[src/rtl/row_accumulator_if.sv]
// Product-in / row-sum-out bundle for row_accumulator.
// Signal names keep the block's documented port names so waveforms match the datasheet.
interface row_accumulator_if #(
  parameter int PROD_WIDTH = 24,
  parameter int ACC_WIDTH  = 32,
  parameter int CNT_WIDTH  = 8
);
  logic [PROD_WIDTH-1:0] prod_i;
  logic                  prod_valid_i;
  logic                  prod_last_i;
  logic                  prod_ready_o;
  logic [ACC_WIDTH-1:0]  sum_o;
  logic [CNT_WIDTH-1:0]  cnt_o;
  logic                  sat_o;
  logic                  sum_valid_o;
  logic                  sum_ready_i;

  modport slave (
    input  prod_i, prod_valid_i, prod_last_i, sum_ready_i,
    output prod_ready_o, sum_o, cnt_o, sat_o, sum_valid_o
  );

  modport master (
    output prod_i, prod_valid_i, prod_last_i, sum_ready_i,
    input  prod_ready_o, sum_o, cnt_o, sat_o, sum_valid_o
  );
endinterface

[src/rtl/row_accumulator.sv]
// Per-row saturating sum of unsigned products, one result per `last`,
// queued in a small output FIFO so the next row can accumulate under backpressure.
module row_accumulator #(
  parameter int DATA_WIDTH = 12,
  parameter int PROD_WIDTH = 2*DATA_WIDTH,
  parameter int ACC_WIDTH  = 32,
  parameter int CNT_WIDTH  = 8,
  parameter int FIFO_DEPTH = 2
) (
  input  logic               clk,
  input  logic               rst,
  row_accumulator_if.slave   bus
);
  localparam int PTR_W = (FIFO_DEPTH > 1) ? $clog2(FIFO_DEPTH) : 1;
  localparam int OCC_W = $clog2(FIFO_DEPTH + 1);

  typedef struct packed {
    logic [ACC_WIDTH-1:0] sum;
    logic [CNT_WIDTH-1:0] cnt;
    logic                 sat;
  } entry_t;

  logic [ACC_WIDTH-1:0] acc, acc_next;
  logic [CNT_WIDTH-1:0] cnt, cnt_next;
  logic                 sat, sat_next;
  logic [ACC_WIDTH:0]   sum_n;

  entry_t               mem [FIFO_DEPTH];
  logic [PTR_W-1:0]     wr_ptr, rd_ptr;
  logic [OCC_W-1:0]     fifo_count;
  logic                 accept, push, pop;
  entry_t               head;

  // Ready is a function of registered occupancy only, never of sum_ready_i.
  assign bus.prod_ready_o = !rst && (fifo_count != OCC_W'(FIFO_DEPTH));
  assign bus.sum_valid_o  = (fifo_count != '0);
  assign accept = bus.prod_valid_i && bus.prod_ready_o;
  assign push   = accept && bus.prod_last_i;
  assign pop    = bus.sum_valid_o && bus.sum_ready_i;

  assign head        = mem[rd_ptr];
  assign bus.sum_o   = head.sum;
  assign bus.cnt_o   = head.cnt;
  assign bus.sat_o   = head.sat;

  always_comb begin
    sum_n    = {1'b0, acc} + (ACC_WIDTH+1)'(bus.prod_i);
    acc_next = sum_n[ACC_WIDTH-1:0];
    sat_next = 1'b0;
    if (sum_n[ACC_WIDTH] || sat) begin
      acc_next = '1;
      sat_next = 1'b1;
    end
    cnt_next = (&cnt) ? cnt : cnt + CNT_WIDTH'(1);
  end

  function automatic logic [PTR_W-1:0] ptr_inc(input logic [PTR_W-1:0] p);
    return (p == PTR_W'(FIFO_DEPTH-1)) ? '0 : p + PTR_W'(1);
  endfunction

  always_ff @(posedge clk) begin
    if (rst) begin
      acc        <= '0;
      cnt        <= '0;
      sat        <= 1'b0;
      wr_ptr     <= '0;
      rd_ptr     <= '0;
      fifo_count <= '0;
      for (int i = 0; i < FIFO_DEPTH; i++) mem[i] <= '0;
    end else begin
      if (accept) begin
        if (bus.prod_last_i) begin
          acc <= '0;
          cnt <= '0;
          sat <= 1'b0;
        end else begin
          acc <= acc_next;
          cnt <= cnt_next;
          sat <= sat_next;
        end
      end
      if (push) begin
        mem[wr_ptr] <= '{sum: acc_next, cnt: cnt_next, sat: sat_next};
        wr_ptr      <= ptr_inc(wr_ptr);
      end
      if (pop) rd_ptr <= ptr_inc(rd_ptr);
      case ({push, pop})
        2'b10:   fifo_count <= fifo_count + OCC_W'(1);
        2'b01:   fifo_count <= fifo_count - OCC_W'(1);
        default: fifo_count <= fifo_count;
      endcase
    end
  end
endmodule

[src/flat_wrapper.sv]
// flat-port wrapper written by rule: the top's interface ports become plain ports
module row_accumulator_flat 
#(
  parameter int DATA_WIDTH = 12,
  parameter int PROD_WIDTH = 2*DATA_WIDTH,
  parameter int ACC_WIDTH  = 32,
  parameter int CNT_WIDTH  = 8,
  parameter int FIFO_DEPTH = 2
)
  (clk, rst, bus_prod_i, bus_prod_valid_i, bus_prod_last_i, bus_sum_ready_i, bus_prod_ready_o, bus_sum_o, bus_cnt_o, bus_sat_o, bus_sum_valid_o);
  row_accumulator_if #(.PROD_WIDTH(PROD_WIDTH), .ACC_WIDTH(ACC_WIDTH), .CNT_WIDTH(CNT_WIDTH)) bus_i ();
  input  logic clk;
  input  logic rst;
  input wire logic [$bits(bus_i.prod_i)-1:0] bus_prod_i;
  input wire logic [$bits(bus_i.prod_valid_i)-1:0] bus_prod_valid_i;
  input wire logic [$bits(bus_i.prod_last_i)-1:0] bus_prod_last_i;
  input wire logic [$bits(bus_i.sum_ready_i)-1:0] bus_sum_ready_i;
  output wire logic [$bits(bus_i.prod_ready_o)-1:0] bus_prod_ready_o;
  output wire logic [$bits(bus_i.sum_o)-1:0] bus_sum_o;
  output wire logic [$bits(bus_i.cnt_o)-1:0] bus_cnt_o;
  output wire logic [$bits(bus_i.sat_o)-1:0] bus_sat_o;
  output wire logic [$bits(bus_i.sum_valid_o)-1:0] bus_sum_valid_o;
  assign bus_i.prod_i = bus_prod_i;
  assign bus_i.prod_valid_i = bus_prod_valid_i;
  assign bus_i.prod_last_i = bus_prod_last_i;
  assign bus_i.sum_ready_i = bus_sum_ready_i;
  assign bus_prod_ready_o = bus_i.prod_ready_o;
  assign bus_sum_o = bus_i.sum_o;
  assign bus_cnt_o = bus_i.cnt_o;
  assign bus_sat_o = bus_i.sat_o;
  assign bus_sum_valid_o = bus_i.sum_valid_o;
  row_accumulator #(.DATA_WIDTH(DATA_WIDTH), .PROD_WIDTH(PROD_WIDTH), .ACC_WIDTH(ACC_WIDTH), .CNT_WIDTH(CNT_WIDTH), .FIFO_DEPTH(FIFO_DEPTH)) u_core (.clk(clk), .rst(rst), .bus(bus_i));
endmodule
[config.mk]
export PLATFORM = sky130hd
export DESIGN_NAME = row_accumulator_flat
export DESIGN_NICKNAME = d
export VERILOG_FILES = /design/src/rtl/row_accumulator_if.sv /design/src/rtl/row_accumulator.sv /design/src/flat_wrapper.sv
export SDC_FILE = /design/constraint.sdc
export NUM_CORES = 1
export LEC_CHECK = 0
export ABC_AREA = 1
export CORE_MARGIN = 5
export CORE_UTILIZATION = 45
export DETAILED_ROUTE_END_ITERATION = 12
export GPL_TIMING_DRIVEN = 0
export MAX_ROUTING_LAYER = met4
export SLEW_MARGIN = 40
export SYNTH_ARGS = -nofsm -noshare
export SYNTH_HDL_FRONTEND = slang
export SYNTH_SLANG_ARGS = --single-unit
[constraint.sdc]
create_clock -name clk -period 2.88 [get_ports clk]
set_input_delay 0.432 -clock clk [delete_from_list [all_inputs] [get_ports clk]]
set_output_delay 0.432 -clock clk [all_outputs]
set_load 0.05 [all_outputs]
Word level (Yosys, flattened, before mapping)
Memory sizes are Yosys's and may differ from the RTL's. A register that Yosys moved wholly into a read port is not among the register bits. Cells that the tools add are included.

$add $sub $neg: 6. $mul: 0. Divide/modulo/power cells: 0. $lt $le $gt $ge: 0. Equality and inequality tests: 3. Shifts and indexed selects: 0. Mux-type cells: 19. Bitwise logic cells: 0. Reductions and logical operators: 10.

Operators by type and width (count): $mux W32 (2); $mux W41 (1); $reduce_or A41 Y1 (1); $add A32 B24 Y33 (1); $mux W8 (2); $mux W1 (13); $add A8 B1 Y8 const B (1); $reduce_and A8 Y1 (1); $logic_and A1 B1 Y1 (4); $pmux W2 S2 (1); $reduce_bool A2 Y1 (2); $add A1 B1 Y1 const B (2); $add A2 B1 Y2 const B (1); $eq A2 B1 Y1 const B (1); $eq A2 B2 Y1 const B (1); $ne A2 B2 Y1 const B (1); $sub A2 B1 Y2 const B (1); $logic_not A1 Y1 (1); $logic_or A1 B1 Y1 (1).

Bits in registers: 45. Latch bits: 0. Memory bits (writable): 82. Memory bits (read-only): 0. Output and inout bits: 43. Word-level logic and storage cells: 45. Memories: 1.

Memory list: u_core.mem (depth 2, bits a word 41, read ports 1, clocked after memory_dff 1, wr ports 2, line row_accumulator.sv:28) `entry_t mem [FIFO_DEPTH];`.

Depth between registers and ports, before layout
Depth in word-level cells: 9. Gate-level depth with buffers: 15.

Least setup slack after synthesis
OpenSTA, ideal clock, no wires.

Path type: input-to-reg. From: input rst. To: memory u_core.mem[1][0] (netlist name) (enable). Setup time: 0.400 ns. Data arrival time: 2.834 ns. Required time: 2.480 ns. Path slack: -0.354 ns. Cell stages on the path: 9. Buffers on the path: 2. Cell sequence: clkbuf_1 a21oi_2 nand2_1 inv_1 nand2_1 nor2_1 inv_2 buf_2 nand2_1.

RTL lines: start, declared (line flat_wrapper.sv:13) `input logic rst;`; end, declared (line row_accumulator.sv:28).

==> flow_summary.ini <==
[placed_design]
dpl.hpwl_um = 15400
place_inst = 1324
place_congestion = 0.917
place_ws_ns = -0.456
io_buffers = 70

[clocking]
cts_root_buf = clkbuf_16
cts_setup_buffers = 0
clkTransAtPathRegs_ns = 0.06
tritoncts.num_buffers = 17
cts_buffer_depth = 2
clk_latency_ns = 0.42
cts_sinks = 128
hold_buffers = 0
tritoncts = built
cts_max_level = 4

[sta]
rsz0062_at_grt = true
fin_worst_skew_ns = 0.00828
layout_setup_ws_ns = 0.0916
layout_min_cycle_time_ns = 2.79
worst_pin_slew_ns = 0.717
finalSetupViolations = 0
slew_headroom_pct = 52.2
fin_crit_sh_pct = 96.8
holdWs_ns = 0.462
tns_ns = 0
finalHoldViolCount = 0
fmax_mhz = 359
drv_slew = 0

[synth]
yosys_most_used_dff = edfxtp_1
synth_top_family_by_area = simple AND/OR/NAND/NOR gates
async_flop_share_pct = 0
avgSynthCellArea_um2 = 7.62
synthMuxAreaShare_pct = 5.89
yosys-top-cells-area = edfxtp_1 (31%), nand2_1 (16%), dfxtp_1 (12%)
yosysMostFrequentCell = nand2_1
synth-compound-area-share_pct = 5.81
syn-instance-count = 1029
yosys_warnings = 0
synth_top_area_cell = edfxtp_1
synth-edff-count = 82
netlist_area_mm2 = 0.00784
synth_xor_area_share_pct = 2.12
synth_fa_ha_area_share_pct = 4.41
yosys-top-cells-count = nand2_1 (332), inv_1 (168), nor2_1 (107)
ys_ff_latch = 128
ys_seq_area_share_pct = 43.2
synth_simple_gate_area_share_pct = 28.4
syn_nets = 1085
yosysUniqueCellTypes = 38
synth_top_cell_area_share_pct = 31.4

[worst_setup_path]
r2r_slack_ns = 0.28
slowest_delay_ns = 0.70
path_cells = clkbuf_1 > buf_2 > mux2_2 > clkdlybuf4s50_1
cp.required_ns = 2.45
setup.worst_path.end_class = output pin
arrival_ns = 2.36
r2r-end = u_core.mem[1][15]
path_class = register to output pin
reg2reg_depth = 9
critPathSlowestCell = clkdlybuf4s50_1
endpoint = bus_sum_o[6]
rr_startpoint = u_core.fifo_count[0]
path_max_fanout = 10
cp-start-kind = register

[global_route]
grt-ovfl-total = 0
track_usage_pct = 21.4
grt_start_max_net_pins = 43
first_global_vias = 6319
antenna_found_initial = 0
grt_pass1_wl_um = 32800

[route]
drt_wl_total_um = 20100
dr.pass1.iters = 5
routed_via_density = 4.85
dr_total_vias = 6575
dr.first_iter.drc_count = 378
route.detailed.drc = 0
routedWlPerCell_um = 14.8
ant_nets = 0

[finish]
layout-drive-gt1-share_pct = 12.4
instances_no_fill = 1356
antenna_cells = 0
n_fill_cell = 1681
syn_to_final_growth_pct = 21.8
utilization_pct = 55.6
nets = 1174

[hold_path]
hold_path_startpoint = u_core.rd_ptr
min_path_type = register to register

[power]
peakVddDrop_mv = 0.441
netSwitchingFraction_pct = 27.5
p_int_w = 0.00390
combPwrFrac_pct = 17.9
power.leakage_nw = 4.61
seqPwrFrac_pct = 38.3
clockPowerShare_pct = 43.9
powerDensity_mw_per_mm2 = 564
p_sw_w = 0.00148

[floorplanning]
rows = 48
fp.dieH_um = 142
dieArea_mm2 = 0.0202
die_w_um = 142
core_mm2 = 0.0172
io_pins = 72
initial_core_util_pct = 45.6

[job]
cap_violations = 0

[run_status]
status = finished, final reports clean
==> placed cells by master, fill, tap and decap left out, types with 5 or more instances in the layout <==
cell,synthesis,final
a21oi_1,53,53
nand2_1,332,329
o21ai_0,14,14
and2_1,6,6
nand4_1,8,8
nand3_1,41,41
edfxtp_1,82,82
mux2_2,41,41
bufinv_16,0,5
ha_1,26,25
nand2_2,12,13
clkbuf_1,10,12
xnor2_1,15,15
dfxtp_1,46,46
nor2_1,107,107
nor3_1,6,6
a21oi_2,11,11
nand3_2,7,7
inv_2,5,5
clkdlybuf4s50_1,0,55
clkbuf_16,0,17
buf_2,12,16
dlymetal6s2s_1,0,15
inv_1,168,168
==> power by group through the flow <==
stage	Combinational [W]	Clock [W]	Sequential, W
floorplan	0.000665	0	0.00209
global placement	0.000959	0	0.00210
detailed placement	0.000962	0	0.00210
CTS	0.000968	0.00239	0.00206
global route	0.00104	0.00247	0.00207
finish	0.000961	0.00236	0.00206
==> routing by layer <==
layer / wire (um) / up-vias / track usage (%)
met1: 9690 / 3001 / 28.8
met5: 0 / - / -
met2: 9270 / 135 / 33.4
met3: 830 / 23 / 3.66
met4: 348 / 0 / 6.16
li1: - / 3416 / -
==> registers in the layout (all words and copies together), names as in the netlist, named ones only <==
name and flops:
u_core.mem 82, u_core.acc 32, u_core.cnt 8, u_core.fifo_count 2, u_core.rd_ptr 1, u_core.sat 1
u_core.wr_ptr 1
==> cell type report <==
type                    instances  area (um2)  share of cell area (%)
clock buffers                  19         433                    4.53
repair buffers                 70         738                    7.73
inverters                     173         649                    6.80
multi-input cells             698        3700                    38.7
clock inverters                13         210                    2.20
well taps                     225         282                    2.95
plain buffers                  30         153                    1.60
flip-flops and latches        128        3380                    35.4
==> worst max-delay path: cells and delay by family (launching register included) <==
| kind | cells | cell delay, ns |
|---|---|---|
| mux | 1 | 0.37 |
| buf+inv | 3 | 1.25 |
| flops | 1 | 0.30 |
==> cell families (layout without fill, tap and decap cells) <==
family	count (synthesis)	after routing
AND/OR/NAND/NOR	530	530
buffers and inverters	203	305
flip-flops	128	128
AO/OA/AOI/OAI	81	81
multiplexers	41	41
adder cells (fa/ha/maj)	27	27
XOR/XNOR	19	19
==> through the flow <==
stage	cell area (um2)	power, W
final	9550	0.00538
after global routing	9550	0.00557
after CTS	9500	0.00542
after detailed placement	8840	0.00306
after global placement	8830	0.00306
after floorplan	7840	0.00275
==> worst min-delay path by stage <==
stage | end | slack (ns) | depth (start not counted)
2_1_floorplan | register | 0.43 | 1
3_3_place_gp | u_core.rd_ptr | 0.44 | 1
3_5_place_dp | register | 0.45 | 1
4_1_cts | register | 0.46 | 1
5_1_grt | u_core.acc[11] | 0.49 | 2
6_report | register | 0.46 | 1
==> timing repair <==
action / in CTS / in global routing
setup endpoints to repair: 46 / 92
gates resized for setup: 6 / 18
hold endpoints to repair: 0 / 0
(Power assumes the default switching activity.)
